## config.mk

```make
export PLATFORM = sky130hd
export DESIGN_NAME = uart_tx_fifo_ctrl
export DESIGN_NICKNAME = d
export VERILOG_FILES = /design/src/rtl/uart_pkg.sv /design/src/rtl/uart_sync_fifo.sv /design/src/rtl/uart_tx_fifo_ctrl.sv
export SDC_FILE = /design/constraint.sdc
export NUM_CORES = 1
export LEC_CHECK = 0
export BUFFER_PORTS_ARGS = -buffer_cell sky130_fd_sc_hd__buf_2
export CAP_MARGIN = 20
export CORE_UTILIZATION = 55
export DETAILED_ROUTE_END_ITERATION = 7
export PLACE_DENSITY = 0.72
export SYNTH_ARGS = -nofsm -noshare
export SYNTH_HDL_FRONTEND = slang
export SYNTH_HIERARCHICAL = 1
export SYNTH_SLANG_ARGS = --single-unit
```

## constraint.sdc

```tcl
create_clock -name CLK_SYS -period 4.2 [get_ports CLK_SYS]
set_input_delay 1.05 -clock CLK_SYS [delete_from_list [all_inputs] [get_ports CLK_SYS]]
set_output_delay 1.05 -clock CLK_SYS [all_outputs]
set_load 0.005 [all_outputs]
```

## src/rtl/uart_pkg.sv

```systemverilog
// ----------------------------------------------------------------------------
// uart_pkg
// Shared definitions for the UART transmit slice: the serialiser state
// encoding, the data width and the default bit period.
//
// Contents:
//   DATA_W            width of one serial character (8 bits)
//   BAUD_DIV_DEFAULT  CLK_SYS cycles per serial bit (50 MHz / 115200)
//   tx_state_t        serialiser FSM states (PARITY is only reachable when
//                     the design is built with UART_PARITY_EN defined)
//   even_parity()     even-parity bit of one character
// ----------------------------------------------------------------------------
package uart_pkg;

  localparam int DATA_W           = 8;
  localparam int BAUD_DIV_DEFAULT = 434;

  typedef enum logic [2:0] {
    IDLE,
    START,
    DATA,
    PARITY,
    STOP
  } tx_state_t;

  // Even parity: the extra bit makes the total count of ones even.
  function automatic logic even_parity(input logic [DATA_W-1:0] d);
    return ^d;
  endfunction

endpackage

```

## src/rtl/uart_sync_fifo.sv

```systemverilog
// ----------------------------------------------------------------------------
// uart_sync_fifo
// Small synchronous first-in first-out byte buffer sitting between the
// producer write strobe and the serialiser.
//
// Parameters:
//   FIFO_AW   address width; depth is 2**FIFO_AW entries
//
// Ports:
//   CLK_SYS   in   system clock, rising edge
//   CLK_RST   in   synchronous active-high reset (empties the buffer)
//   wr_en     in   write request
//   wr_data   in   byte to store
//   rd_en     in   pop request; ignored while empty
//   rd_data   out  oldest stored byte, valid whenever empty is low
//   empty     out  no bytes stored
//   full      out  registered flag, high when count equals the depth
// ----------------------------------------------------------------------------
module uart_sync_fifo
  import uart_pkg::*;
#(
  parameter int FIFO_AW = 2
) (
  input  logic              CLK_SYS,
  input  logic              CLK_RST,
  input  logic              wr_en,
  input  logic [DATA_W-1:0] wr_data,
  input  logic              rd_en,
  output logic [DATA_W-1:0] rd_data,
  output logic              empty,
  output logic              full
);

  localparam int             DEPTH     = 1 << FIFO_AW;
  localparam logic [FIFO_AW:0] DEPTH_CNT = {1'b1, {FIFO_AW{1'b0}}};

  logic [DATA_W-1:0]  mem [DEPTH];
  logic [FIFO_AW-1:0] wr_ptr;
  logic [FIFO_AW-1:0] rd_ptr;
  logic [FIFO_AW:0]   count;
  logic [FIFO_AW:0]   count_nxt;
  logic               full_q;
  logic               do_rd;
  logic               do_wr;

  // A pop frees a slot in the same cycle, so a write that coincides with a
  // pop on a full buffer is still accepted.
  assign do_rd = rd_en && (count != '0);
  assign do_wr = wr_en && (!full_q || do_rd);

  // Occupancy after this cycle's write and pop.
  always_comb begin
    count_nxt = count;
    case ({do_wr, do_rd})
      2'b10:   count_nxt = count + (FIFO_AW+1)'(1);
      2'b01:   count_nxt = count - (FIFO_AW+1)'(1);
      default: count_nxt = count;
    endcase
  end

  // Pointers wrap naturally because they are exactly FIFO_AW bits wide; the
  // full flag is registered from the same next-count as the counter.
  always_ff @(posedge CLK_SYS) begin
    if (CLK_RST) begin
      wr_ptr <= '0;
      rd_ptr <= '0;
      count  <= '0;
      full_q <= 1'b0;
    end else begin
      if (do_wr) wr_ptr <= wr_ptr + FIFO_AW'(1);
      if (do_rd) rd_ptr <= rd_ptr + FIFO_AW'(1);
      count  <= count_nxt;
      full_q <= (count_nxt == DEPTH_CNT);
    end
  end

  // Storage array needs no reset: entries are only read after being written.
  always_ff @(posedge CLK_SYS) begin
    if (do_wr) mem[wr_ptr] <= wr_data;
  end

  assign rd_data = mem[rd_ptr];
  assign empty   = (count == '0);
  assign full    = full_q;

endmodule

```

## src/rtl/uart_tx_fifo_ctrl.sv

```systemverilog
// ----------------------------------------------------------------------------
// uart_tx_fifo_ctrl
// Serial transmit stage behind the phase-detector/PWM block. Rising edges of
// Uart_En write Uart_Data into a small FIFO; a serialiser drains the FIFO as
// 8N1 asynchronous frames (8E1 when UART_PARITY_EN is defined), running
// frames back to back while bytes are waiting.
//
// Build option:
//   UART_PARITY_EN   when defined, an even-parity bit follows the 8 data bits
//
// Parameters:
//   BAUD_DIV   CLK_SYS cycles per serial bit, 2..65535
//   FIFO_AW    FIFO address width, depth 2**FIFO_AW
//
// Ports:
//   CLK_SYS    in   system clock, rising edge
//   CLK_RST    in   synchronous active-high reset; aborts any frame
//   Uart_En    in   byte-valid level; only its rising edge writes
//   Uart_Data  in   byte sampled on the write cycle
//   Uart_Busy  out  FIFO full
//   Uart_Tx    out  serial line, idle high
//   Tx_Active  out  high from start bit through stop bit
//   Uart_Ovf   out  sticky flag: a write was dropped on a full FIFO
// ----------------------------------------------------------------------------
module uart_tx_fifo_ctrl
  import uart_pkg::*;
#(
  parameter int BAUD_DIV = BAUD_DIV_DEFAULT,
  parameter int FIFO_AW  = 2
) (
  input  logic              CLK_SYS,
  input  logic              CLK_RST,
  input  logic              Uart_En,
  input  logic [DATA_W-1:0] Uart_Data,
  output logic              Uart_Busy,
  output logic              Uart_Tx,
  output logic              Tx_Active,
  output logic              Uart_Ovf
);

  localparam logic [15:0] BAUD_LAST = 16'(BAUD_DIV - 1);

  tx_state_t         state;
  tx_state_t         state_nxt;
  logic [15:0]       baud_cnt;
  logic [15:0]       baud_nxt;
  logic [2:0]        bit_idx;
  logic [2:0]        bit_nxt;
  logic [DATA_W-1:0] shift_reg;
  logic [DATA_W-1:0] shift_nxt;
  logic              tx_nxt;
  logic              active_nxt;
  logic              en_prev;
  logic              wr_stb;
  logic              pop;
  logic              bit_end;
  logic [DATA_W-1:0] fifo_rd_data;
  logic              fifo_empty;
  logic              fifo_full;
`ifdef UART_PARITY_EN
  logic              parity_q;
  logic              parity_nxt;
`endif

  // The producer holds Uart_En as a level, so only its rising edge is a
  // write. en_prev clears on reset, which makes a level already high on the
  // first cycle afterwards count as an edge.
  assign wr_stb = Uart_En && !en_prev;

  uart_sync_fifo #(
    .FIFO_AW (FIFO_AW)
  ) u_fifo (
    .CLK_SYS (CLK_SYS),
    .CLK_RST (CLK_RST),
    .wr_en   (wr_stb),
    .wr_data (Uart_Data),
    .rd_en   (pop),
    .rd_data (fifo_rd_data),
    .empty   (fifo_empty),
    .full    (fifo_full)
  );

  assign Uart_Busy = fifo_full;
  assign bit_end   = (baud_cnt == BAUD_LAST);

  // Next-state logic. A pop happens either from IDLE or at the last cycle of
  // a stop bit, so consecutive frames run with no idle gap. The line value
  // and Tx_Active are derived from the next state and registered, which puts
  // the start bit on the line the cycle after the pop.
  always_comb begin
    state_nxt = state;
    baud_nxt  = baud_cnt;
    bit_nxt   = bit_idx;
    shift_nxt = shift_reg;
    pop       = 1'b0;
`ifdef UART_PARITY_EN
    parity_nxt = parity_q;
`endif

    case (state)
      IDLE: begin
        baud_nxt = '0;
        if (!fifo_empty) pop = 1'b1;
      end

      START: begin
        if (bit_end) begin
          baud_nxt  = '0;
          bit_nxt   = '0;
          state_nxt = DATA;
        end else begin
          baud_nxt = baud_cnt + 16'd1;
        end
      end

      DATA: begin
        if (bit_end) begin
          baud_nxt  = '0;
          shift_nxt = shift_reg >> 1;
          if (bit_idx == 3'd7) begin
`ifdef UART_PARITY_EN
            state_nxt = PARITY;
`else
            state_nxt = STOP;
`endif
          end else begin
            bit_nxt = bit_idx + 3'd1;
          end
        end else begin
          baud_nxt = baud_cnt + 16'd1;
        end
      end

`ifdef UART_PARITY_EN
      PARITY: begin
        if (bit_end) begin
          baud_nxt  = '0;
          state_nxt = STOP;
        end else begin
          baud_nxt = baud_cnt + 16'd1;
        end
      end
`endif

      STOP: begin
        if (bit_end) begin
          baud_nxt = '0;
          if (!fifo_empty) pop = 1'b1;
          else             state_nxt = IDLE;
        end else begin
          baud_nxt = baud_cnt + 16'd1;
        end
      end

      default: begin
        state_nxt = IDLE;
        baud_nxt  = '0;
      end
    endcase

    // Loading a byte always starts a fresh frame with a cleared bit timer.
    if (pop) begin
      shift_nxt = fifo_rd_data;
      baud_nxt  = '0;
      state_nxt = START;
`ifdef UART_PARITY_EN
      parity_nxt = even_parity(fifo_rd_data);
`endif
    end

    tx_nxt = 1'b1;
    case (state_nxt)
      START:   tx_nxt = 1'b0;
      DATA:    tx_nxt = shift_nxt[0];
`ifdef UART_PARITY_EN
      PARITY:  tx_nxt = parity_nxt;
`endif
      default: tx_nxt = 1'b1;
    endcase

    active_nxt = (state_nxt != IDLE);
  end

  // State and output registers; reset drops the line high immediately.
  always_ff @(posedge CLK_SYS) begin
    if (CLK_RST) begin
      state     <= IDLE;
      baud_cnt  <= '0;
      bit_idx   <= '0;
      shift_reg <= '0;
      Uart_Tx   <= 1'b1;
      Tx_Active <= 1'b0;
      en_prev   <= 1'b0;
`ifdef UART_PARITY_EN
      parity_q  <= 1'b0;
`endif
    end else begin
      state     <= state_nxt;
      baud_cnt  <= baud_nxt;
      bit_idx   <= bit_nxt;
      shift_reg <= shift_nxt;
      Uart_Tx   <= tx_nxt;
      Tx_Active <= active_nxt;
      en_prev   <= Uart_En;
`ifdef UART_PARITY_EN
      parity_q  <= parity_nxt;
`endif
    end
  end

  // Overflow only when the write truly finds no room; a same-cycle pop
  // makes room and the FIFO accepts the byte.
  always_ff @(posedge CLK_SYS) begin
    if (CLK_RST) begin
      Uart_Ovf <= 1'b0;
    end else if (wr_stb && fifo_full && !pop) begin
      Uart_Ovf <= 1'b1;
    end
  end

endmodule

```

# == Word-level counts from Yosys, hierarchy flattened ==
# Memory sizes are Yosys's and may differ from the RTL's. A register that Yosys moved wholly into a read port is not among the register bits.
# Index checks and enable logic that the tools add are counted.
# W data, S select, Z words.
# word_totals
ff_bits,42
ramBits,32
output_inout_bits,4
wordCells,77
n_memories,1
# classes
n_addsub,6
n_eq_ne,13
n_mux,23
bitwise_logic,1
n_reduce_logical,20
# memory_table
name,depth,width,rd,rd_ports_with_merged_regs,write_ports,line,rtl
u_fifo.mem,4,8,1,1,1,uart_sync_fifo.sv:37,logic [DATA_W-1:0] mem [DEPTH];
# ops
operator,count
$mux W3,9
$mux W8,3
$add A16 B1 Y16 const B,1
$eq A16 B9 Y1 const B,1
$pmux W3 S2,2
$pmux W3 S4,1
$eq A3 B3 Y1 const B,3
$add A3 B1 Y3 const B,2
$eq A3 B1 Y1 const B,2
$eq A3 B2 Y1 const B,2
$logic_not A3 Y1,2
$ne A2 B2 Y1 const B,3
$reduce_bool A2 Y1,3
$reduce_bool A3 Y1,2
$logic_and A1 B1 Y1,5
$add A2 B1 Y2 const B,2
$mux W1,4
$mux W2,2
$pmux W1 S2,2
$reduce_and A4 Y1,1
$reduce_or A4 Y1,1
$logic_not A1 Y1,3
$reduce_or A3 Y1,1
$sub A3 B1 Y3 const B,1
5 further kinds,5

# == Longest topological paths before layout ==
# depth
ltp_word,10
ltp_mapped,16
depth_no_buf,15

# == Hierarchy ==
# Netlist, hierarchy kept.
# modules_own_cells
module,n_inst,cells_per_inst,area_each_um2
uart_sync_fifo,1,99,1707.9
uart_tx_fifo_ctrl,1,193,1662.8

# == Least setup slack after synthesis ==
# Ideal clock, no wire load.
# synth_timing
kind,reg2reg
from,register baud_cnt[0]
to,"register u_fifo.full_q, in the netlist u_fifo/full"
setup_time_ns,0.115
arrival_ns,3.477
required_ns,4.085
slack_ns,0.608
path_stages_with_launch,16
n_path_buf,1
period_less_slack_ns,3.592
cell_sequence,dfxtp_1 ha_1 or3b_2 or4_4 a21o_1 buf_6 inv_1 o31ai_4 a21boi_2 inv_1 ha_1 inv_1 fa_1 nor2b_1 mux2i_1 o21ba_2
# synth_via
elab_chain_cells,9
# synth_lines
item,line,rtl
from (decl),uart_tx_fifo_ctrl.sv:45,logic [15:0] baud_cnt;
from (signal assigned),uart_tx_fifo_ctrl.sv:199,baud_cnt <= baud_nxt;
$eq A16 B9 Y1 (*),uart_tx_fifo_ctrl.sv:84,assign bit_end = (baud_cnt == BAUD_LAST);
$mux W1 (*),uart_tx_fifo_ctrl.sv:146,if (bit_end) begin
$pmux W1 S2 (*),uart_tx_fifo_ctrl.sv:100,case (state)
named net pop,uart_tx_fifo_ctrl.sv:55,logic pop;
$logic_and A1 B1 Y1 (*),uart_sync_fifo.sv:48,assign do_rd = rd_en && (count != '0);
$logic_or A1 B1 Y1,uart_sync_fifo.sv:49,assign do_wr = wr_en && (!full_q || do_rd);
$logic_and A1 B1 Y1,uart_sync_fifo.sv:49,
$eq A2 B1 Y1 / $eq A2 B2 Y1 (equally long branches),uart_sync_fifo.sv:54,"case ({do_wr, do_rd})"
$pmux W3 S2 (*),uart_sync_fifo.sv:54,
$eq A3 B3 Y1 (*),uart_sync_fifo.sv:73,full_q <= (count_nxt == DEPTH_CNT);
to (signal assigned),uart_sync_fifo.sv:73,
to (decl),uart_sync_fifo.sv:42,logic full_q;
# Mark *: on every way through the listed nets, which the timed path passes. The rest lies on a longest branch.
# A chain may end at the register's enable or synchronous reset.

# == Worst setup path in the final report ==
# Ends and elaborated chain as after synthesis.

==> run_results.csv <==
group,metric,value,unit
status,outcome,"finished, final reports clean",
worst_setup_path,crit_fanout,7,
timing,timing.hold.ws,460,ps
detailed_routing,firstDrtPassIters,4,
place,place_hpwl,3.79,mm
die,die-area,6450,um^2
yosys,yosysTopAreaCellShare,28.5,%
detailed_routing,wl_met3,230,um
yosys,ys_seq_area_share,54.6,%
place,placed_cells,370,
layout,insertedDiodeCount,0,
worst_hold_path,holdPathEnd,"bit_idx[2]",
grt,antenna_found_initial,0,
worst_setup_path,reg2reg_slack,490,ps
clock_network,cts.sinks,76,
yosys,synthTopCellsByArea,"edfxtp_1 (29%), dfxtp_1 (26%), mux4_2 (5.3%), nor2_1 (4.6%), ha_1 (3.3%)",
die,io_pins,15,
clock_network,cts_inserted_buffers,9,
die,start_util,56.9,%
die,die_y,80.3,um
timing,fin_setup_tns,0,ps
grt,grt_max_degree,30,
place,io_buffers,14,
die,core-area,5920,um^2
yosys,yosysTopAreaCell,"edfxtp_1",
clock_network,root_buffer,"clkbuf_8",
clock_network,max-clock-path-buffers,2,
yosys,synth_edf_count,32,
flow_run,max-cap-violations,0,
worst_setup_path,r2r-end,"u_fifo/full",
layout,largest_reg_flops,32,
yosys,netlist-cell-type-count,50,
timing,rsz0062_at_grt,"false",
power,leakage,0.00128,uW
yosys,ys_warn_count,6,
place,gp_congestion,0.745,
worst_hold_path,min_path_type,"register to register",
yosys,syn_area,3370,um^2
worst_setup_path,worst_setup_path_end_kind,"register",
worst_hold_path,holdCritStartpoint,"bit_idx[2]",
die,die_w,80.3,um
clock_network,clock_latency,370,ps
yosys,synthCells,292,
clock_network,ctsResizeCount,0,
detailed_routing,top_layer,"met4",
clock_network,htree_levels,3,
detailed_routing,met2_wirelength,2.63,mm
worst_setup_path,path_class,"register to register",
worst_setup_path,reg2reg_from,"baud_cnt[0]",
worst_setup_path,worstRegToRegCells,15,
timing,final.min_clock_period,3710,ps
clock_network,cts_tree,"yes",
timing,fmax,269,MHz
timing,clock_skew,12.2,ps
timing,timing_hold_violations_final,0,
layout,utilization,62.2,%
grt,grt_usage,20.2,%
timing,drv_slew,0,
timing,min_period_over_period,88.4,%
layout,area_growth,9.32,%
yosys,async_flop_share,0,%
clock_network,cts_hold_buf,0,
detailed_routing,wirelength,5.72,mm
worst_hold_path,hold_depth,2,
yosys,syn_nets,313,
yosys,synth_area_per_cell,11.5,um^2
timing,setup_viol,0,
worst_setup_path,required,4520,ps
detailed_routing,drc,0,
layout,instances_no_fill,386,
grt,grt_pass1_vias,1989,
grt,grt_pass1_wl,9.53,mm
timing,worstMarginPinSlew,715,ps
worst_setup_path,start_kind,"register",
grt,grt_overflow,0,
worst_setup_path,worstPathArrival,4030,ps
yosys,ys_ff_latch,76,
detailed_routing,drt_iter0_drc,106,
detailed_routing,postRouteAntennaNets,0,
die,num_rows,28,
detailed_routing,wl_per_cell,14.8,um
clock_network,postCtsSetupBuffers,0,
yosys,ys.flop_type,"dfxtp_1",
detailed_routing,drt-met1-wl,2.76,mm
clock_network,clkSlewWorstSetupHoldPaths,90,ps
detailed_routing,vias,2097,
layout,nets,327,
power,vdd_ir_drop_max,300,uV
detailed_routing,vias_per_cell,5.43,
timing,slew_headroom,52.2,%
layout,drive_gt1_share,19.9,%
power,p_per_area,565,nW/um^2
## metrics by stage
stage / power, uW / instance area (um^2) / setup slack, ps
after floorplan: 1440 / 3370 / 608
after global placement: 1490 / 3470 / 650
after detailed placement: 1500 / 3470 / 513
after CTS: 2100 / 3680 / 504
after global routing: 2190 / 3680 / 277
final: 2080 / 3680 / 489
## Yosys cell counts (5+ instances only)
library cell and n:
dfxtp_1 44, nor2_1 41, edfxtp_1 32, nand2_1 24, inv_1 14, xor2_1 11, a21oi_1 10, nand3_1 10
ha_1 9, clkbuf_1 8, mux4_2 8, a311oi_2 7, xnor2_1 7, nand2b_1 5, nand4_1 5, nor2b_1 5
nor3_1 5
## report_power, final
part           internal [uW]  switching [uW]
Combinational            244             277
Clock                    291             306
Sequential               870            95.1
## kinds of logic after synthesis
family / share of synthesized area, %
buffers and inverters: 4.12
AO/OA/AOI/OAI: 8.39
AND/OR/NAND/NOR: 17.9
adder cells (fa/ha/maj): 3.93
multiplexers: 6.38
XOR/XNOR: 4.68
flip-flops: 54.6
## worst max-delay path, stage by stage, from the launching register on
cell,delay [ps]
dfxtp_1,410
ha_1,170
or3b_2,490
or4_4,570
a21o_1,210
inv_1,180
o31ai_4,120
a21boi_2,140
buf_4,160
inv_1,50
ha_1,190
inv_1,70
fa_1,180
xnor2_1,140
nor4b_1,390
o21ba_2,180
## metal layers
| layer | GRT usage, % | vias up |
|---|---|---|
| met5 | 0 | - |
| met4 | 9.11 | 0 |
| met3 | 5.23 | 9 |
| met2 | 30.9 | 29 |
| met1 | 27.1 | 998 |
| li1 | - | 1061 |
## how the worst max path moves through the flow
stage | from | to | slack (ps) | cells after the start
global route | baud_cnt[0] | u_fifo/count[2] | 280 | 15
floorplan | baud_cnt[0] | u_fifo/full | 610 | 15
global placement | baud_cnt[0] | u_fifo/full | 650 | 15
CTS | baud_cnt[0] | u_fifo/full | 500 | 15
detailed placement | baud_cnt[0] | u_fifo/full | 510 | 15
finish | baud_cnt[0] | u_fifo/full | 490 | 15
## layout by cell type, fill, tap and decap left out, types with 4 or more instances in the layout
cell,count
a311oi_2,7
ha_1,9
dfxtp_1,44
clkbuf_8,9
nand3_1,10
nor3_1,5
nor2_1,41
and2_1,4
nand4_1,5
nand2_1,24
mux4_2,8
buf_2,14
xnor2_1,7
a21oi_1,10
inv_1,14
xor2_1,11
nand2b_1,5
edfxtp_1,32
nor2b_1,5
## cell type report
cell class              instances  area, um^2
fillers                       472        2240
flip-flops and latches         76        1840
multi-input cells             188        1390
clock buffers                   9         124
well taps                      75        93.8
repair buffers                 17        92.6
clock inverters                 7        90.1
inverters                      14        52.6
No activity file was read; power rests on OpenSTA's default activity.
